[config.mk]
export PLATFORM = sky130hd
export DESIGN_NAME = i2s_frame_ctrl
export DESIGN_NICKNAME = d
export VERILOG_FILES = /design/src/rtl/i2s_frame_ctrl.sv
export SDC_FILE = /design/constraint.sdc
export NUM_CORES = 1
export LEC_CHECK = 0
export CAP_MARGIN = 10
export CELL_PAD_IN_SITES_DETAIL_PLACEMENT = 0
export CELL_PAD_IN_SITES_GLOBAL_PLACEMENT = 1
export CORE_ASPECT_RATIO = 1.1
export CORE_MARGIN = 2
export CORE_UTILIZATION = 45
export CTS_BUF_LIST = sky130_fd_sc_hd__clkbuf_16
export DETAILED_ROUTE_END_ITERATION = 16
export PLACE_DENSITY_LB_ADDON = 0.1
export REMOVE_ABC_BUFFERS = 1
export SKIP_LAST_GASP = 1
export SYNTH_ARGS = -nofsm -noshare
export SYNTH_HDL_FRONTEND = slang
export SYNTH_SLANG_ARGS = --single-unit
export TNS_END_PERCENT = 50
[constraint.sdc]
create_clock -name mck -period 3.9 [get_ports mck]
set_clock_uncertainty 0.05 [all_clocks]
set_input_delay 0.78 -clock mck [delete_from_list [all_inputs] [get_ports mck]]
set_output_delay 0.78 -clock mck [all_outputs]
set_load 0.01 [all_outputs]
[src/rtl/i2s_frame_ctrl.sv]
`default_nettype none
// ---------------------------------------------------------------------------
// i2s_frame_ctrl : I2S bck/lrck generation and 64-bit stereo frame sequencing
// Rev 1.0
// ---------------------------------------------------------------------------
module i2s_frame_ctrl #(
  parameter int MCK_PER_BCK = 4,
  parameter int SAMPLE_BITS = 24
) (
  input  logic                   mck,
  input  logic                   reset_n,
  input  logic                   en,
  input  logic                   sdin,
  output logic                   bck,
  output logic                   lrck,
  output logic                   sdout,
  output logic [SAMPLE_BITS-1:0] rx_left,
  output logic [SAMPLE_BITS-1:0] rx_right,
  output logic                   rx_valid,
  input  logic                   rx_ready,
  output logic                   rx_overrun,
  input  logic [SAMPLE_BITS-1:0] tx_left,
  input  logic [SAMPLE_BITS-1:0] tx_right,
  input  logic                   tx_valid,
  output logic                   tx_ready,
  output logic                   tx_underrun
);

  localparam int            CW          = $clog2(MCK_PER_BCK);
  localparam logic [CW-1:0] CNT_LAST    = CW'(MCK_PER_BCK - 1);
  localparam logic [CW-1:0] CNT_HALF    = CW'(MCK_PER_BCK / 2);
  localparam logic [CW-1:0] CNT_RISE    = CW'(MCK_PER_BCK / 2 - 1);
  localparam logic [4:0]    SLOT_LAST   = 5'(SAMPLE_BITS);
  localparam logic [5:0]    RX_DONE_BIT = 6'(32 + SAMPLE_BITS);

  logic [CW-1:0]          mck_cnt, mck_cnt_nxt;
  logic [5:0]             bit_cnt, bit_cnt_nxt;
  logic                   rise_evt, fall_evt, frame_start;
  logic [4:0]             slot_cur, slot_nxt, tx_idx;
  logic                   rx_bit_en, tx_bit;
  logic [31:0]            tx_word;

  logic [SAMPLE_BITS-1:0] rx_sh_l, rx_sh_r;
  logic                   cap_done;
  logic [SAMPLE_BITS-1:0] hold_l, hold_r;
  logic                   hold_full;
  logic [SAMPLE_BITS-1:0] tx_sh_l, tx_sh_r;

  always_comb begin
    rise_evt    = en && (mck_cnt == CNT_RISE);
    fall_evt    = en && (mck_cnt == CNT_LAST);
    frame_start = fall_evt && (bit_cnt == 6'd63);
    mck_cnt_nxt = '0;
    bit_cnt_nxt = '0;
    if (en) begin
      mck_cnt_nxt = fall_evt ? '0 : mck_cnt + CW'(1);
      bit_cnt_nxt = fall_evt ? bit_cnt + 6'd1 : bit_cnt;
    end
  end

  // Data occupies slot bits 1..SAMPLE_BITS; bit 0 is the I2S delay bit.
  always_comb begin
    slot_cur  = bit_cnt[4:0];
    slot_nxt  = bit_cnt_nxt[4:0];
    rx_bit_en = (slot_cur != 5'd0) && (slot_cur <= SLOT_LAST);
    tx_word   = 32'(bit_cnt_nxt[5] ? tx_sh_r : tx_sh_l);
    tx_idx    = SLOT_LAST - slot_nxt;
    tx_bit    = 1'b0;
    if ((slot_nxt != 5'd0) && (slot_nxt <= SLOT_LAST)) begin
      tx_bit = tx_word[tx_idx];
    end
  end

  always_ff @(posedge mck or negedge reset_n) begin
    if (!reset_n) begin
      mck_cnt <= '0;
      bit_cnt <= '0;
      bck     <= 1'b0;
      lrck    <= 1'b0;
      sdout   <= 1'b0;
    end else begin
      mck_cnt <= mck_cnt_nxt;
      bit_cnt <= bit_cnt_nxt;
      bck     <= en && (mck_cnt_nxt >= CNT_HALF);
      lrck    <= bit_cnt_nxt[5];
      if (!en) begin
        sdout <= 1'b0;
      end else if (fall_evt) begin
        sdout <= tx_bit;
      end
    end
  end

  always_ff @(posedge mck or negedge reset_n) begin
    if (!reset_n) begin
      rx_sh_l  <= '0;
      rx_sh_r  <= '0;
      cap_done <= 1'b0;
    end else begin
      cap_done <= rise_evt && (bit_cnt == RX_DONE_BIT);
      if (!en) begin
        rx_sh_l <= '0;
        rx_sh_r <= '0;
      end else if (rise_evt && rx_bit_en) begin
        if (bit_cnt[5]) begin
          rx_sh_r <= {rx_sh_r[SAMPLE_BITS-2:0], sdin};
        end else begin
          rx_sh_l <= {rx_sh_l[SAMPLE_BITS-2:0], sdin};
        end
      end
    end
  end

  // A completed frame always overwrites; an unconsumed one is flagged.
  always_ff @(posedge mck or negedge reset_n) begin
    if (!reset_n) begin
      rx_left    <= '0;
      rx_right   <= '0;
      rx_valid   <= 1'b0;
      rx_overrun <= 1'b0;
    end else begin
      rx_overrun <= cap_done && rx_valid && !rx_ready;
      if (cap_done) begin
        rx_left  <= rx_sh_l;
        rx_right <= rx_sh_r;
        rx_valid <= 1'b1;
      end else if (rx_ready) begin
        rx_valid <= 1'b0;
      end
    end
  end

  // A load coinciding with frame start lands in the holding register only.
  always_ff @(posedge mck or negedge reset_n) begin
    if (!reset_n) begin
      hold_l      <= '0;
      hold_r      <= '0;
      hold_full   <= 1'b0;
      tx_sh_l     <= '0;
      tx_sh_r     <= '0;
      tx_underrun <= 1'b0;
    end else begin
      tx_underrun <= frame_start && !hold_full;
      if (tx_valid && !hold_full) begin
        hold_l    <= tx_left;
        hold_r    <= tx_right;
        hold_full <= 1'b1;
      end else if (frame_start) begin
        hold_full <= 1'b0;
      end
      if (!en) begin
        tx_sh_l <= '0;
        tx_sh_r <= '0;
      end else if (frame_start) begin
        tx_sh_l <= hold_full ? hold_l : '0;
        tx_sh_r <= hold_full ? hold_r : '0;
      end
    end
  end

  assign tx_ready = !hold_full;

endmodule
`default_nettype wire

==> results.ini, run 1 <==
[layout]
fill_cells=1574
area.growth.synth_to_final_pct=24.08
antenna_cells=0
drive_gt1_share_pct=20.82
nets=798
fin_util_pct=56.39

[logic_synthesis]
synth_edf_count=0
synth_simple_gate_area_share_pct=6.613
synth_top_area_share_pct=60.31
synthTopCellsByCount=dfrtp_1, mux2_2, nor2_1
synth-compound-area-share_pct=8.929
ys_top_cells_by_area=dfrtp_1, mux2_2, mux2i_1
synth_top_family_by_area=multiplexers
ys_seq_area_share_pct=60.31
post-synth-top-count-cell=dfrtp_1
yosysWarnings=0
syn_area_um2=8589
muxShareOfSynthArea_pct=19.93
syn_inst=639
synth-xor-area-share_pct=0.6992
synth_flop_cell=dfrtp_1
syn_avg_cell_area_um2=13.44
synthArstFlopShare_pct=100.0
synth_cell_types=55
ys_ff_latch=207
synth_area_leader_cell=dfrtp_1
synthAdderAreaFrac_pct=0.7283

[min_path]
hold_class=primary input to asynchronous set/reset pin

[timing]
tightestPinTransition_ns=1.097
max_freq_ghz=0.3278
setup_viol=0
rsz0062_at_grt=false
period_needed_ns=3.051
max-slew-margin-rel_pct=26.84
hold_viol_final=0
min_period_over_period_pct=78.22
drv_slew=0

[grt]
overflow=0
antenna_found_initial=0
grt_pass1_wl_um=28210
grt_pass1_vias=5546
grt_usage_pct=17.12
grt_max_degree=80

[setup_path]
crit_fanout=12
slowest_delay_ns=0.53
worstSetupPathType=flop to flop
cp_num_buf_inv=1
critical_path_required_ns=4.22
crit_family=adder cells
start_kind=flop
cp_data_arrival_time_ns=3.37
critPathSlowestCell=ha_1
crit_top_cell=ha_1
endpoint_kind=flop
crit_chain=ha_1 -> xor2_1 -> and2_1 -> inv_1 -> ha_1 -> mux4_2 -> mux2_2 -> o221ai_2 -> a211oi_2

[pwr]
powerDensity_nw_per_um2=466.1
netSwitchingPower_w=0.001070
ir_worst_vdd_v=0.0003267
p_total_w=0.004968
clkPwrFrac_pct=42.6
combPwrFrac_pct=7.7
power_frac_seq_pct=49.6
swShare_pct=21.55
leakage_nw=4.724
power.internal_w=0.003898

[floorplanning]
ios=109
start_util_pct=45.45
die-area_um2=20210
chipWidth_um=135.7
core_area_um2=18900
die_y_um=148.9
fp-row-count=53

[place]
io_buffers=108
globalplace.congestion=0.8475
dpl.hpwl_um=10980

[clock_network]
cts_tree=yes
cts_buffer_depth=3
cts_hold_buf=0
cts_root_buf=clkbuf_16
cts_resized=0
post_cts_buffers=0
numCtsBuffers=22
htree_num_levels=1
clk_pin_slew_worst_paths_ns=0.06
clkLatencyLatePin_ns=0.49
cts_sinks=207

[route]
firstDrtPassIters=4
viasPerCell=5.278
ant_nets=0
drt-initial-drc-count=209
vias=5283
routedWlPerCell_um=16.70
drc=0
wirelength_um=16710

[status]
outcome=complete, no violations

[run]
drv_cap=0

[layer usage]
| metal | routed length, µm | up-vias | GRT usage [%] |
|---|---|---|---|
| li1 | - | 2515 | - |
| met1 | 7588 | 2642 | 23.18 |
| met2 | 8176 | 106 | 28.89 |
| met3 | 699 | 20 | 2.582 |
| met4 | 248 | 0 | 4.688 |
| met5 | 0 | - | 0 |
[worst reg2reg max path, delay by kind of cell (launching register included)]
kind            cells  cell delay (ns)
compound gates      2             0.27
simple gates        1             0.36
buf+inv             1             0.11
fa+ha+maj           2             0.93
mux                 2             0.65
flops               1             0.37
xor+xnor            1             0.17
[stage by stage]
stage / TNS [ns] / worst slack, ns / hold slack, ns / area [µm²] / instances
2_1_floorplan: -44.08 / -0.8963 / 0.3878 / 8383 / 595
3_3_place_gp: 0 / 0.4492 / 0.3994 / 9913 / 962
3_5_place_dp: 0 / 0.3714 / 0.4157 / 9913 / 962
4_1_cts: 0 / 0.8333 / 0.2724 / 10660 / 1001
5_1_grt: 0 / 0.6224 / 0.2987 / 10660 / 1001
6_report: 0 / 0.8495 / 0.2583 / 10660 / 1001
[cell type report]
| class | instances | area, µm² | area share [%] |
|---|---|---|---|
| Timing Repair Buffer | 120 | 1187 | 11.14 |
| Inverter | 9 | 33.78 | 0.3170 |
| Sequential cell | 207 | 5181 | 48.61 |
| Multi-Input combinational cell | 379 | 3202 | 30.04 |
| Clock inverter | 16 | 168.9 | 1.585 |
| Tap cell | 247 | 309.0 | 2.900 |
| Clock buffer | 23 | 575.6 | 5.400 |
[power by group through the flow]
| stage | Clock [W] | Combinational, W | Sequential [W] |
|---|---|---|---|
| floorplan | 0 | 0.000241 | 0.00246 |
| global placement | 0 | 0.000373 | 0.00251 |
| detailed placement | 0 | 0.000392 | 0.00251 |
| CTS | 0.00218 | 0.000394 | 0.00247 |
| global route | 0.00227 | 0.000426 | 0.00249 |
| finish | 0.00212 | 0.000384 | 0.00247 |
[logic make-up after synthesis]
kind of cell,Yosys count
AOI/OAI and AO/OA,95
muxes,155
adders and majority gates,5
buffers and inverters,53
and+or+nand+nor,118
DFF,207
xor gates and xnor gates,6
[registers in the layout (all words and copies together), names as in the netlist, 24 cells and up]
| register | cells |
|---|---|
| rx_left | 24 |
| tx_sh_r | 24 |
| hold_l | 24 |
| rx_right | 24 |
| tx_sh_l | 24 |
| rx_sh_r | 24 |
| hold_r | 24 |
| rx_sh_l | 24 |
[layout by cell type (no fill, tap or decap), drive strengths merged, types with 5 or more instances in the layout]
| cell | netlist | layout |
|---|---|---|
| clkbuf | 19 | 24 |
| nand2b | 8 | 8 |
| ha | 5 | 5 |
| o21ai | 11 | 11 |
| clkdlybuf4s50 | 0 | 107 |
| dfrtp | 207 | 207 |
| nor3 | 7 | 7 |
| mux2 | 98 | 98 |
| nor2 | 55 | 55 |
| nand2 | 14 | 14 |
| a211oi | 6 | 6 |
| mux2i | 55 | 55 |
| a22o | 48 | 48 |
| inv | 9 | 12 |
| nand3 | 15 | 15 |
| clkinv | 0 | 9 |
| buf | 25 | 12 |
[path summary, 6_finish.rpt]
kind                                 startpoint                        to  slack (ns)  cells after the start
max                        mck_cnt[0]$_DFF_PN0_         sdout$_DFFE_PN0P_        0.85                      9
max reg2reg                mck_cnt[0]$_DFF_PN0_         sdout$_DFFE_PN0P_        0.85                      9
min in group mck           mck_cnt[0]$_DFF_PN0_      mck_cnt[0]$_DFF_PN0_        0.42                      1
min                                     reset_n  rx_right[14]$_DFFE_PN0P_        0.26                      1
min reg2reg                mck_cnt[0]$_DFF_PN0_      mck_cnt[0]$_DFF_PN0_        0.42                      1
max in group asynchronous               reset_n        cap_done$_DFF_PN0_        2.61                      2
Power figures use the tool's default switching activity.
==> run 2: changes to the inputs <==
Settings changed: CORE_UTILIZATION 45 to 41.
Clock period 3.9 ns to 2.6 ns, I/O delays scaled along.
==> run 2 against run 1 <==
Setup slack got worse by 0.77 ns. Non-clock buffer count rose by 33. Global-route usage fell by 0.74 points. Critical endpoint unchanged. Critical path type unchanged.
==> results.ini, run 2 (synthesis gave the netlist of run 1 again) <==
[status]
outcome=complete, no violations

[route]
ant_nets=0  ; unchanged
wirelength_um=17760  ; +6.3%
routedWlPerCell_um=17.03  ; +2.0%
firstDrtPassIters=4  ; unchanged
drc=0  ; unchanged
drt-initial-drc-count=290  ; +39%
viasPerCell=5.257  ; -0.39%
vias=5483  ; +3.8%

[timing]
rsz0062_at_grt=true
drv_slew=0  ; unchanged
min_period_over_period_pct=96.96  ; +19 points
hold_viol_final=0  ; unchanged
setup_viol=0  ; unchanged
tightestPinTransition_ns=0.6053  ; -0.4921 ns
max_freq_ghz=0.3967  ; +21%
max-slew-margin-rel_pct=59.65  ; +33 points
period_needed_ns=2.521  ; -0.5297 ns

[setup_path]
critPathSlowestCell=mux4_2
critical_path_required_ns=2.93  ; -1.29 ns
reg2reg_from=mck_cnt[0]$_DFF_PN0_
cp_num_buf_inv=0  ; -1
crit_family=multiplexers
reg2reg_setup_slack_ns=0.08  ; -0.77 ns
crit_chain=ha_2 -> nand4_2 -> or3_4 -> nand2_1 -> mux4_2 -> mux2_2 -> o221ai_2 -> a211oi_2
crit_fanout=5  ; -7
worstSetupPathType=flop to flop
r2r_end=sdout$_DFFE_PN0P_
r2r_cells=8  ; -1
cp_data_arrival_time_ns=2.85  ; -0.52 ns
endpoint_kind=flop
start_kind=flop
startpoint=mck_cnt[0]$_DFF_PN0_
slowest_delay_ns=0.50  ; -0.03 ns

[layout]
final_cell_mix=dfrtp_1, clkdlybuf4s50_1, mux2_2
drive_gt1_share_pct=24.65  ; +3.8 points
final_common_cell=dfrtp_1
design_area_um2=10880  ; +2.1%
fin_cells=1043  ; +4.2%
area.growth.synth_to_final_pct=26.70
nets=832  ; +4.3%
antenna_cells=0  ; unchanged

[pwr]
powerDensity_nw_per_um2=658.3  ; +41%
ir_worst_vdd_v=0.0005460  ; +67%
leakage_nw=4.858  ; +2.8%

[grt]
grt_pass1_vias=5800  ; +4.6%
grt_max_degree=73  ; -8.8%
grt_pass1_wl_um=29750  ; +5.5%
overflow=0  ; unchanged
met2_usage_pct=27.88  ; -1.0 points
grt-busiest-layer=met2
met3_usage_pct=2.425  ; -0.16 points
grt_usage_pct=16.38  ; -0.74 points
antenna_found_initial=0  ; unchanged
met1_usage_pct=21.49  ; -1.7 points

[min_path]
hold_depth=1
hold_path.startpoint=hold_r[8]$_DFFE_PN0P_
hold_end=tx_sh_r[8]$_DFFE_PN0P_
hold_class=flop to flop

[clock_network]
cts_sinks=207  ; unchanged
htree_num_levels=1  ; unchanged
cts_buffer_depth=3  ; unchanged
cts_root_buf=clkbuf_16
clkLatencyLatePin_ns=0.51  ; +0.02 ns
clk_pin_slew_worst_paths_ns=0.06  ; about the same
cts_tree=yes
numCtsBuffers=23  ; +4.5%
post_cts_buffers=0  ; unchanged

[floorplanning]
die-area_um2=22130  ; +9.5%
start_util_pct=41.75  ; -3.7 points
chipWidth_um=142.0  ; +4.6%
fp-row-count=55  ; +3.8%
ios=109  ; unchanged
core_area_um2=20580  ; +8.9%
die_y_um=155.8  ; +4.6%

[place]
dpl-instance-area_um2=10210  ; +3.0%
globalplace.congestion=0.8590  ; +1.4%
dpl.hpwl_um=12080  ; +10%
io_buffers=108  ; unchanged
dpl.cell_count=1003  ; +4.3%

[run]
drv_cap=0  ; unchanged

[run 2: cell count changes in the layout (fill, tap and decap cells not counted), sizes merged]
cell	delta
buf	+32
bufinv	-4
clkinv	+3
dlygate4sd3	+1
inv	+1
[run 2: worst max-delay path by stage]
stage,to,cells after the start
global placement,sdout$_DFFE_PN0P_,8
CTS,lrck,3
finish,sdout$_DFFE_PN0P_,8
floorplan,rx_sh_l[0]$_DFFE_PN0P_,7
detailed placement,sdout$_DFFE_PN0P_,8
global route,sdout$_DFFE_PN0P_,11
[run 2: stage by stage]
stage | util [%] | setup TNS (ns) | worst slack, ns | total power, W | hold WS [ns]
after floorplan | - | -190.31 | -2.196 | 0.004048 | 0.1744
after global placement | 49.64 | -0.2673 | -0.2673 | 0.004350 | 0.4262
after detailed placement | 49.64 | -0.2974 | -0.2974 | 0.004389 | 0.4278
after CTS | 52.86 | -0.03633 | -0.03633 | 0.007284 | 0.4410
after global routing | 52.89 | -0.05182 | -0.05182 | 0.007497 | 0.4467
final | 52.89 | 0 | 0.07914 | 0.007165 | 0.4398
[run 2: layout make-up]
type                       instances  area, µm²
sequential                       207       5184
fill                            1755       9693
inverter                           9      33.78
clock buffer                      23      575.6
multi-input combinational        379       3208
clock inverter                    16      73.82
tap                              256      320.3
timing repair buffer             153       1488
[run 2: where the power goes]
group	internal [W]	switching, W	leakage, nW
Clock	0.00160	0.00126	0.343
Combinational	0.000363	0.000245	1.74
Sequential	0.00352	0.000181	2.77
[run 2: timing repair]
action	CTS	global route
hold buffers	1	0
endpoints found under the hold margin	34	0
resized for setup	1	5
setup endpoints to repair	2	2
[run 2: per-layer routing]
metal / up-vias / routed length [µm]
met5: - / 0
met4: 0 / 488
met3: 45 / 691
met2: 115 / 8729
met1: 2750 / 7852
li1: 2573 / -
==> patch 1: new RTL, flow settings as in run 1 <==
Make the reset (`reset_n`) synchronous in 4 clocked blocks.
--- a/src/rtl/i2s_frame_ctrl.sv
+++ b/src/rtl/i2s_frame_ctrl.sv
@@ -71,7 +71,7 @@
     end
   end
 
-  always_ff @(posedge mck or negedge reset_n) begin
+  always_ff @(posedge mck) begin
     if (!reset_n) begin
       mck_cnt <= '0;
       bit_cnt <= '0;
@@ -91,7 +91,7 @@
     end
   end
 
-  always_ff @(posedge mck or negedge reset_n) begin
+  always_ff @(posedge mck) begin
     if (!reset_n) begin
       rx_sh_l  <= '0;
       rx_sh_r  <= '0;
@@ -112,7 +112,7 @@
   end
 
   // A completed frame always overwrites; an unconsumed one is flagged.
-  always_ff @(posedge mck or negedge reset_n) begin
+  always_ff @(posedge mck) begin
     if (!reset_n) begin
       rx_left    <= '0;
       rx_right   <= '0;
@@ -131,7 +131,7 @@
   end
 
   // A load coinciding with frame start lands in the holding register only.
-  always_ff @(posedge mck or negedge reset_n) begin
+  always_ff @(posedge mck) begin
     if (!reset_n) begin
       hold_l      <= '0;
       hold_r      <= '0;
Behaviour: differs if reset_n is asserted again (counterexample within 4 cycles, from zero or initial values and one cycle with reset_n low); with reset_n held inactive, the same outputs for 10 cycles.
==> patch 1 against run 1 <==
Global-route usage rose by 3.1 points. Hold slack improved by 0.14 ns. Routed wire length up 17%. Worst setup slack got worse by 0.17 ns. Via count increased by 27%. Sequential cell count is the same. Synthesized cell count increased by 52%. Area after synthesis down 5.3%. Final area fell by 5.3%.
Power is not compared: it rests on default switching activity, and its combinational part moved more than twofold at a synthesized area within 25%.
==> patch 1: results (changes against run 1) <==
* Via density at 5.157 (-2.3%)
* Met3 Use GR at 4.193% (+1.6 points)
* All-Layer GR Usage at 20.20% (+3.1 points)
* Final HPWL DP at 12350 um (+13%)
* Reg-to-reg slack, setup at 0.68 ns (-0.17 ns)
* # fillers at 1731 (+10%)
* Outcome: finished clean
* Worst EP arrival at 3.55 ns (+0.18 ns)
* Post-DR wirelength/cell at 15.05 um (-9.9%)
* FF/Latch Area at 4145 um2 (-20%)
* Synth Area per Inst at 8.355 um2 (-38%)
* Top post-synthesis cells by area: dfxtp_1 51%, nand2_1 12%, a21oi_1 9.3%
* F_max at 310.5 MHz (-5.3%)
* Synth Flop Type: dfxtp_1
* Vias in the first global route at 6418 (+16%)
* Fraction of layout cells with a size suffix above 1 at 5.733% (-15 points)
* Worst Path Max Fanout at 13 (+1)
* Inverters at 8 (-1)
* Largest net degree at the start of global routing at 62 (-23%)
* Plain + repair buffers at 128 (+6.7%)
* Final Util at 56.88% (+0.49 points)
* Multi-input gate count at 684 (+80%)
* FF-to-FF End: sdout
* Starting DRT DRC Count at 355 (+70%)
* FF-to-FF Start: mck_cnt[0]
* ClkCell Share at 7.267% (+0.28 points)
* Worst relative slew slack at 49.23% (+22 points)
* Asr flop ratio synth at 0% (-100 points)
* Drt pass-1 iters at 5 (+1)
* Post-Place Setup Slack at 0.4421 ns (+0.07075 ns)
* GR met2 Demand/Resource at 33.26% (+4.4 points)
* Hold slack final at 0.4004 ns (+0.1420 ns)
* GPL Wtd Cong at 0.9119 (+7.6%)
* Commonest cells in the netlist: 254 x nand2_1, 207 x dfxtp_1, 151 x a21oi_1
[patch 1: changes by cell type after synthesis, moves of 6 or more]
cell and change:
a21oi_1 +147, nand2b_1 -7, clkbuf_1 +34, buf_2 -6, nor2_1 +6, dfxtp_1 +207, nor3b_1 +8, a22o_1 -48
mux2_2 -97, nand3_1 +38, dfrtp_1 -207, nand2_1 +241
[patch 1: cell families (layout without fill, tap and decap cells)]
logic type | Yosys count | count (layout) | synth area share, %
compound gates | 196 | 196 | 13.73
flops | 207 | 207 | 50.92
mux | 60 | 60 | 7.395
buf+inv | 83 | 173 | 4.566
fa+ha+maj | 5 | 5 | 0.7688
xor+xnor | 3 | 3 | 0.3229
simple gates | 420 | 420 | 22.29
[patch 1: critical path, cell delays in order, from the launching register on]
cell and delay, ns:
dfxtp_1 0.36, ha_1 0.52, mux2_2 0.39, nand2_1 0.12
ha_1 0.29, inv_1 0.11, or3_1 0.41, a211oi_1 0.22
nand3b_1 0.22, o311ai_0 0.16, a31oi_1 0.19, nor3_1 0.07
==> patch 2: new RTL, settings of run 1 <==
Without the edit above. Change the parameter `SAMPLE_BITS` from 24 to 48.
--- a/src/rtl/i2s_frame_ctrl.sv
+++ b/src/rtl/i2s_frame_ctrl.sv
@@ -5,7 +5,7 @@
 // ---------------------------------------------------------------------------
 module i2s_frame_ctrl #(
   parameter int MCK_PER_BCK = 4,
-  parameter int SAMPLE_BITS = 24
+  parameter int SAMPLE_BITS = 48
 ) (
   input  logic                   mck,
   input  logic                   reset_n,
Ports: changed (resized rx_left, rx_right, tx_left and tx_right); port bits go from 109 to 205. No check against the original RTL was run, so the function may have changed too.
==> patch 2 against run 1 <==
Non-clock buffer count rose by 56. First-iteration DRC count up 140%. Sequential cell count increased by 96. Hold slack got worse by 0.097 ns. Total power is 42% higher. Routed wire length is 44% higher. Synthesized cell count increased by 56%. Combinational power grew 12%. Count of clock-buffer cells in the layout rose by 8. Final area grew 42%. Area after synthesis rose by 41%. Worst setup slack got worse by 0.066 ns. Cell count up 51%.
==> patch 2: results (changes against run 1) <==
* Outcome: finished clean
* H-tree Lvls at 1 (unchanged)
* Worst EP arrival at 3.49 ns (+0.12 ns)
* Placed cells at 1456 (+51%)
* Starting DRT DRC Count at 499 (+140%)
* Slowest stage delay, CP at 0.41 ns (-0.12 ns)
* Clock buffer count from CTS at 31 (+41%)
* Worst path top cell family by delay: adder cells
* Reg clk slew, reported paths at 0.06 ns (about the same)
* GPL Wtd Cong at 0.7813 (-7.8%)
* Post-Synth Adder-Cell Area at 0.5177% (-0.21 points)
* Asr flop ratio synth at 100.0% (unchanged)
* First-pass GRT wire length at 40830 um (+45%)
* Post-DR wirelength/cell at 15.96 um (-4.4%)
* Max VDD drop at 0.4642 mV (+42%)
* NetSw at 1.501 mW (+40%)
* Library cells used by synthesis at 54 (-1.8%)
* R2R depth at 12 (+3)
* CTS Buffer Depth at 3 (unchanged)
* Post-synth EDFFs at 0 (unchanged)
* Clock latency on the worst-skew pair at 0.55 ns (+0.06 ns)
* Mux share of post-synthesis cell area at 14.53% (-5.4 points)
* Synth Area in XOR/XNOR at 0.6316% (-0.068 points)
* Clock root buffer: clkbuf_16
* PortBufs at 156 (+44%)
* Worst Path Max Fanout at 10 (-2)
* Vias in the first global route at 7786 (+40%)
* Post-CTS setup buffer count at 0 (unchanged)
* Fraction of layout cells with a size suffix above 1 at 19.74% (-1.1 points)
* Leakage power at 6.709 nW (+42%)
* Commonest cells in the netlist: 303 x dfrtp_1, 217 x nand2_1, 144 x mux2_2
* Final HPWL DP at 14970 um (+36%)
* Warnings from Yosys at 0 (unchanged)
* CTS resizes at 0 (unchanged)
* Slowest cell on the critical path: ha_1
* Largest net degree at the start of global routing at 82 (+2.5%)
* Synth Flop Type: dfrtp_1
* Synth Area per Inst at 12.11 um2 (-9.9%)
* Worst relative slew slack at 29.32% (+2.5 points)
* Complex-gate fraction of the synthesized area at 9.640% (+0.71 points)
* Via density at 5.150 (-2.4%)
* Antenna cell count at 0 (unchanged)
* Seq/Total Area, Yosys at 62.75% (+2.4 points)
* Layout area overhead at 25.17%
* Top post-synthesis cells by area: dfrtp_1 63%, mux2_2 13%, nand2_1 6.7%
* Drt pass-1 iters at 4 (unchanged)
* Placed cell area at 14030 um2 (+42%)
* Initial antenna violation count at 0 (unchanged)
* Nets@finish at 1244 (+56%)
* Hold Crit Class: in2async
* # fillers at 2208 (+40%)
* Total Wirelength at 24140 um (+44%)
* All-Layer GR Usage at 17.58% (+0.46 points)
* Post-Place Setup Slack at 0.2214 ns (-0.1500 ns)
## patch 2: area by class of cell
cell class,instances,share of cell area (%)
Sequential cell,303,50.15
Inverter,12,0.3061
Multi-Input combinational cell,613,27.80
Timing Repair Buffer,176,11.60
Tap cell,352,2.912
Clock inverter,25,2.101
Clock buffer,31,5.129
## patch 2: per-layer routing
layer | global-route usage, % | routed length, um | part of all wire, %
met3 | 2.904 | 1036 | 4.3
met1 | 24.02 | 10850 | 45
met4 | 3.904 | 385 | 1.6
met2 | 29.78 | 11870 | 49
met5 | 0 | 0 | 0
## patch 2: final timing paths
path	to	slack, ns	start
setup / recovery	sdout	0.78	mck_cnt[0]
min in group mck	mck_cnt[0]	0.42	mck_cnt[0]
hold reg to reg	mck_cnt[0]	0.42	mck_cnt[0]
max in group asynchronous	tx_sh_r[11]	2.67	reset_n
setup reg to reg	sdout	0.78	mck_cnt[0]
hold / removal	rx_sh_r[24]	0.16	reset_n
## patch 2: cells by family (layout without fill, tap and decap cells)
kind of cell               after synthesis  after routing
muxes                                  157            157
and+or+nand+nor                        264            264
adders and majority gates                5              5
xor gates and xnor gates                 7              7
DFF                                    303            303
AOI/OAI and AO/OA                      180            180
buffers and inverters                   82            244
## patch 2: power by group through the flow
stage	logic [mW]	registers (mW)	clock network (mW)
after global placement	0.431	3.51	0
final	0.429	3.45	3.17
after global routing	0.481	3.48	3.38
after detailed placement	0.440	3.52	0
after CTS	0.442	3.46	3.25
after floorplan	0.246	3.48	0
